`config.mk`:
```
export PLATFORM = sky130hd
export DESIGN_NAME = sync_fifo_ctrl
export DESIGN_NICKNAME = d
export VERILOG_FILES = /design/src/rtl/fifo_pkg.sv /design/src/rtl/fifo_ptr.sv /design/src/rtl/sync_fifo_ctrl.sv
export SDC_FILE = /design/constraint.sdc
export NUM_CORES = 1
export LEC_CHECK = 0
export CAP_MARGIN = 20
export CORE_MARGIN = 3
export CORE_UTILIZATION = 45
export DETAILED_ROUTE_END_ITERATION = 10
export PLACE_DENSITY = 0.68
export SYNTH_ARGS = -nofsm -noshare
export SYNTH_HDL_FRONTEND = slang
export SYNTH_SLANG_ARGS = --single-unit
```
`constraint.sdc`:
```
create_clock -name i_clk -period 5.2 [get_ports i_clk]
set_clock_uncertainty 0.2 [all_clocks]
set_input_delay 1.04 -clock i_clk [delete_from_list [all_inputs] [get_ports i_clk]]
set_output_delay 1.04 -clock i_clk [all_outputs]
set_load 0.03 [all_outputs]
```
`src/rtl/fifo_pkg.sv`:
```
// Shared constants and sizing helpers for the synchronous FIFO controller.
package fifo_pkg;

    localparam int unsigned WIDTH_ADDR_DEF    = 8;
    localparam int unsigned AFULL_THRESH_DEF  = 240;
    localparam int unsigned AEMPTY_THRESH_DEF = 16;

    // Number of RAM words addressed by width_addr bits.
    function automatic int unsigned fifo_depth(input int unsigned width_addr);
        return 32'd1 << width_addr;
    endfunction

    // Pointers carry one extra wrap bit above the RAM address.
    function automatic int unsigned ptr_width(input int unsigned width_addr);
        return width_addr + 1;
    endfunction

    localparam int unsigned PTR_W_DEF = WIDTH_ADDR_DEF + 1;

endpackage

```
`src/rtl/fifo_ptr.sv`:
```
// Wrapping FIFO pointer with increment enable and synchronous clear.
module fifo_ptr
    import fifo_pkg::*;
#(
    parameter int unsigned PTR_W = PTR_W_DEF
) (
    input  logic             i_clk,
    input  logic             i_rst_n,
    input  logic             i_inc,
    input  logic             i_clr,
    output logic [PTR_W-1:0] o_ptr,
    output logic [PTR_W-1:0] o_ptr_next
);

    logic [PTR_W-1:0] ptr_q;
    logic [PTR_W-1:0] ptr_d;

    // Next pointer: clear wins, otherwise natural modulo-2**PTR_W increment.
    always_comb begin
        ptr_d = ptr_q;
        if (i_clr) begin
            ptr_d = '0;
        end else if (i_inc) begin
            ptr_d = ptr_q + PTR_W'(1);
        end
    end

    // Pointer register.
    always_ff @(posedge i_clk or negedge i_rst_n) begin
        if (!i_rst_n) begin
            ptr_q <= '0;
        end else begin
            ptr_q <= ptr_d;
        end
    end

    assign o_ptr      = ptr_q;
    assign o_ptr_next = ptr_d;

endmodule

```
`src/rtl/sync_fifo_ctrl.sv`:
```
// Single-clock FIFO controller sequencing one dual-port RAM; carries no data.
module sync_fifo_ctrl
    import fifo_pkg::*;
#(
    parameter int unsigned WIDTH_ADDR    = WIDTH_ADDR_DEF,
    parameter int unsigned AFULL_THRESH  = AFULL_THRESH_DEF,
    parameter int unsigned AEMPTY_THRESH = AEMPTY_THRESH_DEF
) (
    input  logic                  i_clk,
    input  logic                  i_rst_n,
    input  logic                  i_wr_req,
    input  logic                  i_rd_req,
    input  logic                  i_clr,
    input  logic                  i_err_clr,
    output logic                  o_ram_wr_en,
    output logic [WIDTH_ADDR-1:0] o_ram_waddr,
    output logic                  o_ram_rd_en,
    output logic [WIDTH_ADDR-1:0] o_ram_raddr,
    output logic                  o_rd_valid,
    output logic                  o_full,
    output logic                  o_empty,
    output logic                  o_afull,
    output logic                  o_aempty,
    output logic [WIDTH_ADDR:0]   o_count,
    output logic                  o_ovf,
    output logic                  o_udf
);

    localparam int unsigned PTR_W    = ptr_width(WIDTH_ADDR);
    localparam logic [PTR_W-1:0] AFULL_T  = PTR_W'(AFULL_THRESH);
    localparam logic [PTR_W-1:0] AEMPTY_T = PTR_W'(AEMPTY_THRESH);

    logic [PTR_W-1:0] wptr, wptr_next;
    logic [PTR_W-1:0] rptr, rptr_next;
    logic [PTR_W-1:0] count_q, count_d;
    logic             full_q, empty_q, afull_q, aempty_q;
    logic             full_d, empty_d;
    logic             rd_valid_q;
    logic             ovf_q, ovf_d, udf_q, udf_d;
    logic             wr_acc, rd_acc;

    // Accepts are judged against the registered flags; a flush blocks both.
    assign wr_acc = i_wr_req & ~full_q  & ~i_clr;
    assign rd_acc = i_rd_req & ~empty_q & ~i_clr;

    fifo_ptr #(
        .PTR_W (PTR_W)
    ) u_wptr (
        .i_clk      (i_clk),
        .i_rst_n    (i_rst_n),
        .i_inc      (wr_acc),
        .i_clr      (i_clr),
        .o_ptr      (wptr),
        .o_ptr_next (wptr_next)
    );

    fifo_ptr #(
        .PTR_W (PTR_W)
    ) u_rptr (
        .i_clk      (i_clk),
        .i_rst_n    (i_rst_n),
        .i_inc      (rd_acc),
        .i_clr      (i_clr),
        .o_ptr      (rptr),
        .o_ptr_next (rptr_next)
    );

    // Next occupancy and pointer-relation flags for the post-edge state.
    always_comb begin
        count_d = count_q;
        if (i_clr) begin
            count_d = '0;
        end else if (wr_acc && !rd_acc) begin
            count_d = count_q + PTR_W'(1);
        end else if (!wr_acc && rd_acc) begin
            count_d = count_q - PTR_W'(1);
        end
        empty_d = (wptr_next == rptr_next);
        full_d  = (wptr_next[WIDTH_ADDR-1:0] == rptr_next[WIDTH_ADDR-1:0]) &&
                  (wptr_next[WIDTH_ADDR] != rptr_next[WIDTH_ADDR]);
    end

    // Occupancy, status flags and read-valid pipeline stage.
    always_ff @(posedge i_clk or negedge i_rst_n) begin
        if (!i_rst_n) begin
            count_q    <= '0;
            full_q     <= 1'b0;
            empty_q    <= 1'b1;
            afull_q    <= 1'b0;
            aempty_q   <= 1'b1;
            rd_valid_q <= 1'b0;
        end else begin
            count_q    <= count_d;
            full_q     <= full_d;
            empty_q    <= empty_d;
            afull_q    <= (count_d >= AFULL_T);
            aempty_q   <= (count_d <= AEMPTY_T);
            rd_valid_q <= rd_acc;
        end
    end

    // Sticky errors: a new violation outranks a simultaneous clear.
    always_comb begin
        ovf_d = (i_wr_req & full_q  & ~i_clr) | (ovf_q & ~i_err_clr);
        udf_d = (i_rd_req & empty_q & ~i_clr) | (udf_q & ~i_err_clr);
    end

    // Error flag registers; untouched by the synchronous flush.
    always_ff @(posedge i_clk or negedge i_rst_n) begin
        if (!i_rst_n) begin
            ovf_q <= 1'b0;
            udf_q <= 1'b0;
        end else begin
            ovf_q <= ovf_d;
            udf_q <= udf_d;
        end
    end

    // Enables drop the moment reset asserts, before the flags have settled.
    assign o_ram_wr_en = wr_acc & i_rst_n;
    assign o_ram_rd_en = rd_acc & i_rst_n;
    assign o_ram_waddr = wptr[WIDTH_ADDR-1:0];
    assign o_ram_raddr = rptr[WIDTH_ADDR-1:0];

    assign o_rd_valid = rd_valid_q;
    assign o_full     = full_q;
    assign o_empty    = empty_q;
    assign o_afull    = afull_q;
    assign o_aempty   = aempty_q;
    assign o_count    = count_q;
    assign o_ovf      = ovf_q;
    assign o_udf      = udf_q;

endmodule

```
==> results.yml, run 1 <==
outcome:
  status: "finished, final reports clean"
synthesis:
  async_reset_ff_frac: 1.00
  yosysWarnings: 0
  syn_area_um2: 2130
  yosysMostFrequentCell: "dfrtp_1"
  ys.flop_type: "dfrtp_1"
  synthDominantCellAreaShare: 0.375
  ys_seq_area_frac: 0.400
  synth-edff-count: 0
  syn-num-nets: 232
  synth_cells: 222
  synth_top_area_cell: "dfrtp_1"
  synth.area.top_cells: "dfrtp_1, xnor2_1, buf_4, nor2_1, xor2_1"
  synth_common_cells: "dfrtp_1, nor2_1, xnor2_1"
  synth_cell_types: 52
  ys_seq_elements: 34
  syn_area_per_cell_um2: 9.62
die:
  fp.coreArea_um2: 4470
  die-area_um2: 5610
  initial_utilization: 0.477
  die_h_um: 74.9
  fp.dieW_um: 74.9
  rows: 24
  pin_count: 40
grt:
  overflow: 0
  grt_pass1_wl_um: 7750
  grt_max_degree: 25
  antenna_found_initial: 0
  grt_pass1_vias: 1561
  grt.total_usage: 0.184
worst_setup_path:
  worst_setup_path_end_kind: "primary output"
  reg2reg_from: "o_full"
  r2r_cells: 6
  worst_ep_required_time_ns: 3.96
  crit_end: "o_ram_wr_en"
  r2r_end: "o_empty"
  critPathLaunchType: "input pin"
  path_max_fanout: 12
  crit_start: "i_clr"
  crit_arrival_ns: 2.94
  r2r_slack_ns: 2.78
  critical_path_class: "in2out"
cts:
  post_cts_buffers: 0
  postCtsHoldBufs: 0
  tritoncts: "done"
  clk_latency_ns: 0.29
  cts_buffers: 5
  root_buffer: "clkbuf_8"
  clk_pin_slew_ns: 0.07
  cts.repair.resized: 0
  clkSinkCount: 34
  clk_path_buf_depth: 2
  cts_max_level: 2
drt:
  drc: 0
  vias_per_cell: 5.61
  initialDrtViolationCount: 129
  drt_first_pass_iters: 4
  routed_wl_um: 4670
  wl_per_cell_um: 15.5
  antenna_left: 0
  vias: 1688
finish:
  fillCellCount: 380
  num_antenna_cells: 0
  drive_gt1_frac: 0.0884
  multi_input_area_um2: 1090
  syn2layout_area_growth_pct: 20.3
  fin_area_um2: 2570
  final_nets: 258
  seq_area_um2: 853
  final_util: 0.574
pwr:
  power_uw: 719
  worst_ir_drop_vdd_mv: 0.190
  power_density_nw_per_um2: 280
  leakagePower_nw: 1.04
sta:
  relSlewSlack: 0.598
  fin_crit_sh: 0.804
  rsz0062_at_grt: "false"
  tightest_slew_ns: 0.602
  hold_viol: 0
  finalSetupViolations: 0
  post-route-min-period_ns: 4.18
  fin_setup_tns_ns: 0
  fmax_mhz: 239
  maxSlewViolCount: 0
place:
  globalplace.congestion: 0.866
  io_buffers: 39
  placed_area_um2: 2460
  hpwl_um: 3430
min_path:
  hold_path.class: "reg2reg"
job:
  drv_cap: 0
## cell usage in the layout (no fill, tap or decap), types with 6 or more instances in the layout
| cell | synthesis | final |
|---|---|---|
| xnor2_1 | 20 | 20 |
| inv_1 | 7 | 7 |
| dfrtp_1 | 32 | 32 |
| and2_1 | 6 | 6 |
| nor3_1 | 6 | 6 |
| clkbuf_8 | 0 | 8 |
| xor2_1 | 8 | 8 |
| nand4_1 | 7 | 7 |
| clkdlybuf4s50_1 | 0 | 39 |
| nor2_1 | 26 | 26 |
| nand2_1 | 8 | 8 |
## final cells by class
| type | count | share of cell area |
|---|---|---|
| multi-input cells | 157 | 0.425 |
| flip-flops and latches | 34 | 0.332 |
| repair buffers | 43 | 0.164 |
| clock buffers | 8 | 0.0429 |
| well taps | 52 | 0.0253 |
| inverters | 7 | 0.0102 |
## routing by layer
layer,GRT usage,vias to the layer above,routed length [µm]
met3,0.0360,6,208
met1,0.270,804,2320
met4,0.0791,0,104
met5,0,-,0
met2,0.261,57,2040
li1,-,821,-
## critical path: stages
cell and delay, ns:
clkdlybuf4s50_1 0.64, nor3b_1 0.42, and2_1 0.18, clkdlybuf4s50_1 0.66
## cell families after synthesis
logic type      count (synthesis)  share of synthesized area
simple gates                   88                      0.242
compound gates                 34                      0.115
buf+inv                        31                     0.0885
mux                             2                    0.00938
xor+xnor                       29                      0.123
flops                          34                      0.400
fa+ha+maj                       4                     0.0234
## how the worst min path moves through the flow
stage	from	end	cells past startpoint
2_1_floorplan	u_wptr.o_ptr[8]	u_wptr.o_ptr[8]	2
3_3_place_gp	o_udf	o_udf	1
3_5_place_dp	o_udf	o_udf	1
4_1_cts	o_udf	o_udf	1
5_1_grt	o_udf	o_udf	1
6_report	o_udf	o_udf	1
## where the power goes
part,internal (mW),switching (mW),total (mW)
clock,0.134,0.0960,0.230
combinational,0.0795,0.103,0.182
sequential,0.283,0.0243,0.307
total,0.496,0.223,0.719
## per-stage QoR
step / hold WS [ns] / instances / worst slack, ns
3_3_place_gp: 0.285 / 293 / 1.00
5_1_grt: 0.327 / 301 / 0.867
2_1_floorplan: 0.325 / 222 / 2.22
6_report: 0.310 / 301 / 1.02
3_5_place_dp: 0.294 / 293 / 0.996
4_1_cts: 0.311 / 301 / 0.986
(Power assumes the default switching activity.)
==> run 2: changes to the inputs <==
- clock period: 5.2 -> 4.3 ns (I/O delays scaled with it)
==> run 2 against run 1 <==
  * Sequential share of layout area fell by 0.11 points
  * Sequential cell count did not move
  * Sequential power is 21% higher
  * Global-route usage grew 0.43 points
  * First-iteration DRC count shrank 29%
  * Register-to-register slack got worse by 0.93 ns
  * Critical endpoint unchanged
==> results.yml, run 2 (synthesized netlist as in run 1, its figures left out) <==
pwr:
  power_uw: 884
  leakagePower_nw: 1.05
  worst_ir_drop_vdd_mv: 0.145
  power_density_nw_per_um2: 343
finish:
  final_cell_mix: "clkdlybuf4s50_1, dfrtp_1, nor2_1"
  final_nets: 260
  drive_gt1_frac: 0.104
  final_cells: 303
  final_util: 0.576
  fin_area_um2: 2580
  final_common_cell: "clkdlybuf4s50_1"
  num_antenna_cells: 0
  syn2layout_area_growth_pct: 20.7
  fillCellCount: 408
worst_setup_path:
  crit_top_cell: "buf_4"
  worstPathCellList: "clkdlybuf4s50_1 -> buf_4 -> nor3b_1 -> and2_1 -> buf_4"
  worst_ep_required_time_ns: 3.24
  worst_setup_path_end_kind: "primary output"
  critical_path_class: "in2out"
  cpPeakStageDelay_ns: 0.47
  crit_arrival_ns: 2.24
  critPathLaunchType: "input pin"
  path_max_fanout: 10
  crit_slowest_cell: "clkdlybuf4s50_1"
place:
  io_buffers: 39
  dp_cells: 295
  pre_cts_slack_ns: 0.938
  hpwl_um: 3480
  globalplace.congestion: 0.838
  placed_area_um2: 2470
sta:
  fmax_mhz: 303
  hold_viol: 0
  tightest_slew_ns: 0.531
  maxSlewViolCount: 0
  hold_ws_ns: 0.299
  fin_setup_tns_ns: 0
  post-route-min-period_ns: 3.30
  setup_slack_ns: 0.997
  finalSetupViolations: 0
  relSlewSlack: 0.645
  fin_crit_sh: 0.768
  rsz0062_at_grt: "false"
cts:
  tritoncts: "done"
  clkSinkCount: 34
  cts.repair.resized: 0
  cts_buffers: 5
  cts_max_level: 2
  clk_pin_slew_ns: 0.07
  root_buffer: "clkbuf_8"
  clk_latency_ns: 0.29
  postCtsHoldBufs: 0
  post_cts_buffers: 0
  clk_path_buf_depth: 2
drt:
  vias_per_cell: 5.63
  drc: 0
  antenna_left: 0
  initialDrtViolationCount: 91
  wl_per_cell_um: 15.3
  vias: 1706
  drt_first_pass_iters: 4
  routed_wl_um: 4650
die:
  rows: 24
  fp.coreArea_um2: 4470
  die_h_um: 74.9
  fp.dieW_um: 74.9
  pin_count: 40
  die-area_um2: 5610
  initial_utilization: 0.477
grt:
  antenna_found_initial: 0
  grt_pass1_wl_um: 7850
  grt_max_degree: 25
  overflow: 0
  grt_pass1_vias: 1602
  grt.total_usage: 0.188
job:
  drv_cap: 0
outcome:
  status: "finished, final reports clean"
min_path:
  hold_path.class: "reg2reg"
## run 2: final timing paths
path	startpoint	to	slack [ns]	cells past startpoint
setup / recovery	i_clr	o_ram_wr_en	1.0	5
hold / removal	o_udf	o_udf	0.30	1
setup reg to reg	u_rptr.o_ptr[0]	o_empty	1.85	7
hold reg to reg	o_udf	o_udf	0.30	1
max in group asynchronous	i_rst_n	o_empty	2.64	3
min in group asynchronous	i_rst_n	o_count[3]	0.67	2
## run 2: area by class of cell
class | instances | area (µm²) | share of cell area
repair buffers | 45 | 430 | 0.167
well taps | 52 | 65.1 | 0.0253
clock buffers | 5 | 68.8 | 0.0267
clock inverters | 3 | 40.0 | 0.0155
flip-flops and latches | 34 | 853 | 0.331
multi-input cells | 157 | 1090 | 0.424
inverters | 7 | 26.3 | 0.0102
## run 2: critical path, delay by kind of cell
kind / cells / cell delay, ns
and+or+nand+nor: 2 / 0.55
buffers and inverters: 3 / 0.82
## run 2: power by group
group / total (mW) / leakage [nW] / internal, mW / switching (mW)
logic: 0.221 / 0.533 / 0.0973 / 0.124
registers: 0.372 / 0.462 / 0.342 / 0.0302
clock network: 0.290 / 0.0579 / 0.171 / 0.120
total: 0.884 / 1.05 / 0.610 / 0.274
## run 2: per-layer routing
metal	share of wire	GRT usage	vias to the layer above	routed length [µm]
met2	0.43	0.278	59	2010
met1	0.49	0.275	815	2280
met5	0	0	-	0
met3	0.067	0.0360	4	311
met4	0.0099	0.0652	0	46
li1	-	-	828	-
==> run 3: changes to the inputs <==
- clock period: 4.3 -> 3.08 ns (I/O delays scaled with it)
==> run 3 against run 2 <==
  * Utilization increased by 0.78 points
  * Final cell count rose by 2.3%
  * Clock power up 17%
  * Hold slack got worse by 0.0074 ns
  * Combinational power increased by 45%
  * Cell area up 1.4%
  * Register-to-register slack worse by 1.2 ns
==> results.yml, run 3 (synthesized netlist as in run 1, its figures left out) <==
outcome:
  status: "finished, final reports clean"
drt:
  drc: 0
  initialDrtViolationCount: 149
  vias_per_cell: 5.53
  antenna_left: 0
  drt_first_pass_iters: 4
  wl_per_cell_um: 15.6
  vias: 1714
  routed_wl_um: 4830
cts:
  cts.repair.resized: 0
  tritoncts: "done"
  cts_buffers: 5
  clk_path_buf_depth: 2
  post_cts_buffers: 0
  postCtsHoldBufs: 0
  cts_max_level: 2
  clkSinkCount: 34
  clk_latency_ns: 0.28
  root_buffer: "clkbuf_8"
  clk_pin_slew_ns: 0.07
worst_setup_path:
  worstPathCellList: "clkdlybuf4s50_1 -> buf_4 -> nor3b_1 -> and2_1 -> buf_4"
  worst_ep_required_time_ns: 2.26
  r2r_slack_ns: 0.64
  crit_end: "o_ram_wr_en"
  crit_arrival_ns: 1.98
  path_max_fanout: 5
  worst_setup_path_end_kind: "primary output"
  critical_path_class: "in2out"
  critPathLaunchType: "input pin"
  r2r_cells: 7
  r2r_end: "o_empty"
  crit_slowest_cell: "clkdlybuf4s50_1"
  crit_start: "i_clr"
  reg2reg_from: "u_rptr.o_ptr[0]"
  cpPeakStageDelay_ns: 0.48
  crit_top_cell: "buf_4"
finish:
  final_nets: 267
  final_cell_mix: "clkdlybuf4s50_1, dfrtp_1, nor2_1"
  num_antenna_cells: 0
  final_common_cell: "clkdlybuf4s50_1"
  seq_area_um2: 853
  fillCellCount: 384
  syn2layout_area_growth_pct: 22.3
  drive_gt1_frac: 0.124
  final_cells: 310
  multi_input_area_um2: 1090
  final_util: 0.584
grt:
  grt_max_degree: 18
  grt.total_usage: 0.196
  grt_pass1_vias: 1657
  antenna_found_initial: 0
  grt_pass1_wl_um: 8320
  overflow: 0
sta:
  rsz0062_at_grt: "false"
  fin_crit_sh: 0.908
  hold_ws_ns: 0.292
  hold_viol: 0
  tightest_slew_ns: 0.393
  post-route-min-period_ns: 2.80
  fmax_mhz: 358
  fin_setup_tns_ns: 0
  finalSetupViolations: 0
  maxSlewViolCount: 0
  relSlewSlack: 0.734
die:
  fp.dieW_um: 74.9
  die_h_um: 74.9
  fp.coreArea_um2: 4470
  initial_utilization: 0.477
  rows: 24
  pin_count: 40
  die-area_um2: 5610
job:
  drv_cap: 0
place:
  hpwl_um: 3670
  io_buffers: 39
  globalplace.congestion: 0.845
  dp_cells: 302
min_path:
  hold_path.class: "reg2reg"
pwr:
  power.share.sequential: 0.441
  worst_ir_drop_vdd_mv: 0.197
  switchingPower_uw: 379
  p_comb_frac: 0.272
  leakagePower_nw: 1.08
  power_mw: 1.18
  p_clk_frac: 0.287
  power.internal_uw: 804
  sw_frac_of_total: 0.321
  power_density_nw_per_um2: 453
run 3: changes by cell type in the layout (fill, tap and decap cells not counted):
cell       previous run  this run
bufinv_16             1         0
clkinv_2              2         1
clkbuf_8              5         6
buf_4                 8        15
clkbuf_1              0         1
run 3: how the worst min path moves through the flow:
stage                       start  endpoint  slack [ns]  depth (start not counted)
after global placement      o_udf     o_udf        0.28                          1
final                       o_udf     o_udf        0.29                          1
after floorplan           i_rst_n   o_afull        0.12                          0
after global routing        o_udf     o_udf        0.32                          1
after CTS                   o_udf     o_udf        0.30                          1
after detailed placement    o_udf     o_udf        0.28                          1
run 3: final cells by class:
class,count,share of cell area
multi-input cells,157,0.418
inverters,7,0.0101
clock inverters,1,0.00192
flip-flops and latches,34,0.327
repair buffers,52,0.185
well taps,52,0.0249
clock buffers,7,0.0331
run 3: power by group through the flow:
stage,clock network [mW],registers [mW],logic (mW)
4_1_cts,0.351,0.521,0.324
6_report,0.340,0.522,0.321
3_3_place_gp,0,0.528,0.320
5_1_grt,0.373,0.527,0.353
3_5_place_dp,0,0.530,0.322
2_1_floorplan,0,0.559,0.177
run 3: critical path, delay by kind of cell:
family / cells / cell delay, ns
buffers and inverters: 3 / 0.83
AND/OR/NAND/NOR: 2 / 0.53
run 3: per-stage QoR:
stage	cell area [µm²]	worst slack, ns
2_1_floorplan	2130	0.837
3_3_place_gp	2520	0.118
3_5_place_dp	2520	0.0352
4_1_cts	2610	0.280
5_1_grt	2610	0.183
6_report	2610	0.284
run 3: per-layer routing:
metal  up-vias  global-route usage  wire (µm)
li1        840                   -          -
met1       831               0.303       2490
met2        41               0.274       2110
met3         2              0.0427        181
met4         0              0.0534         36
met5         -                   0          0
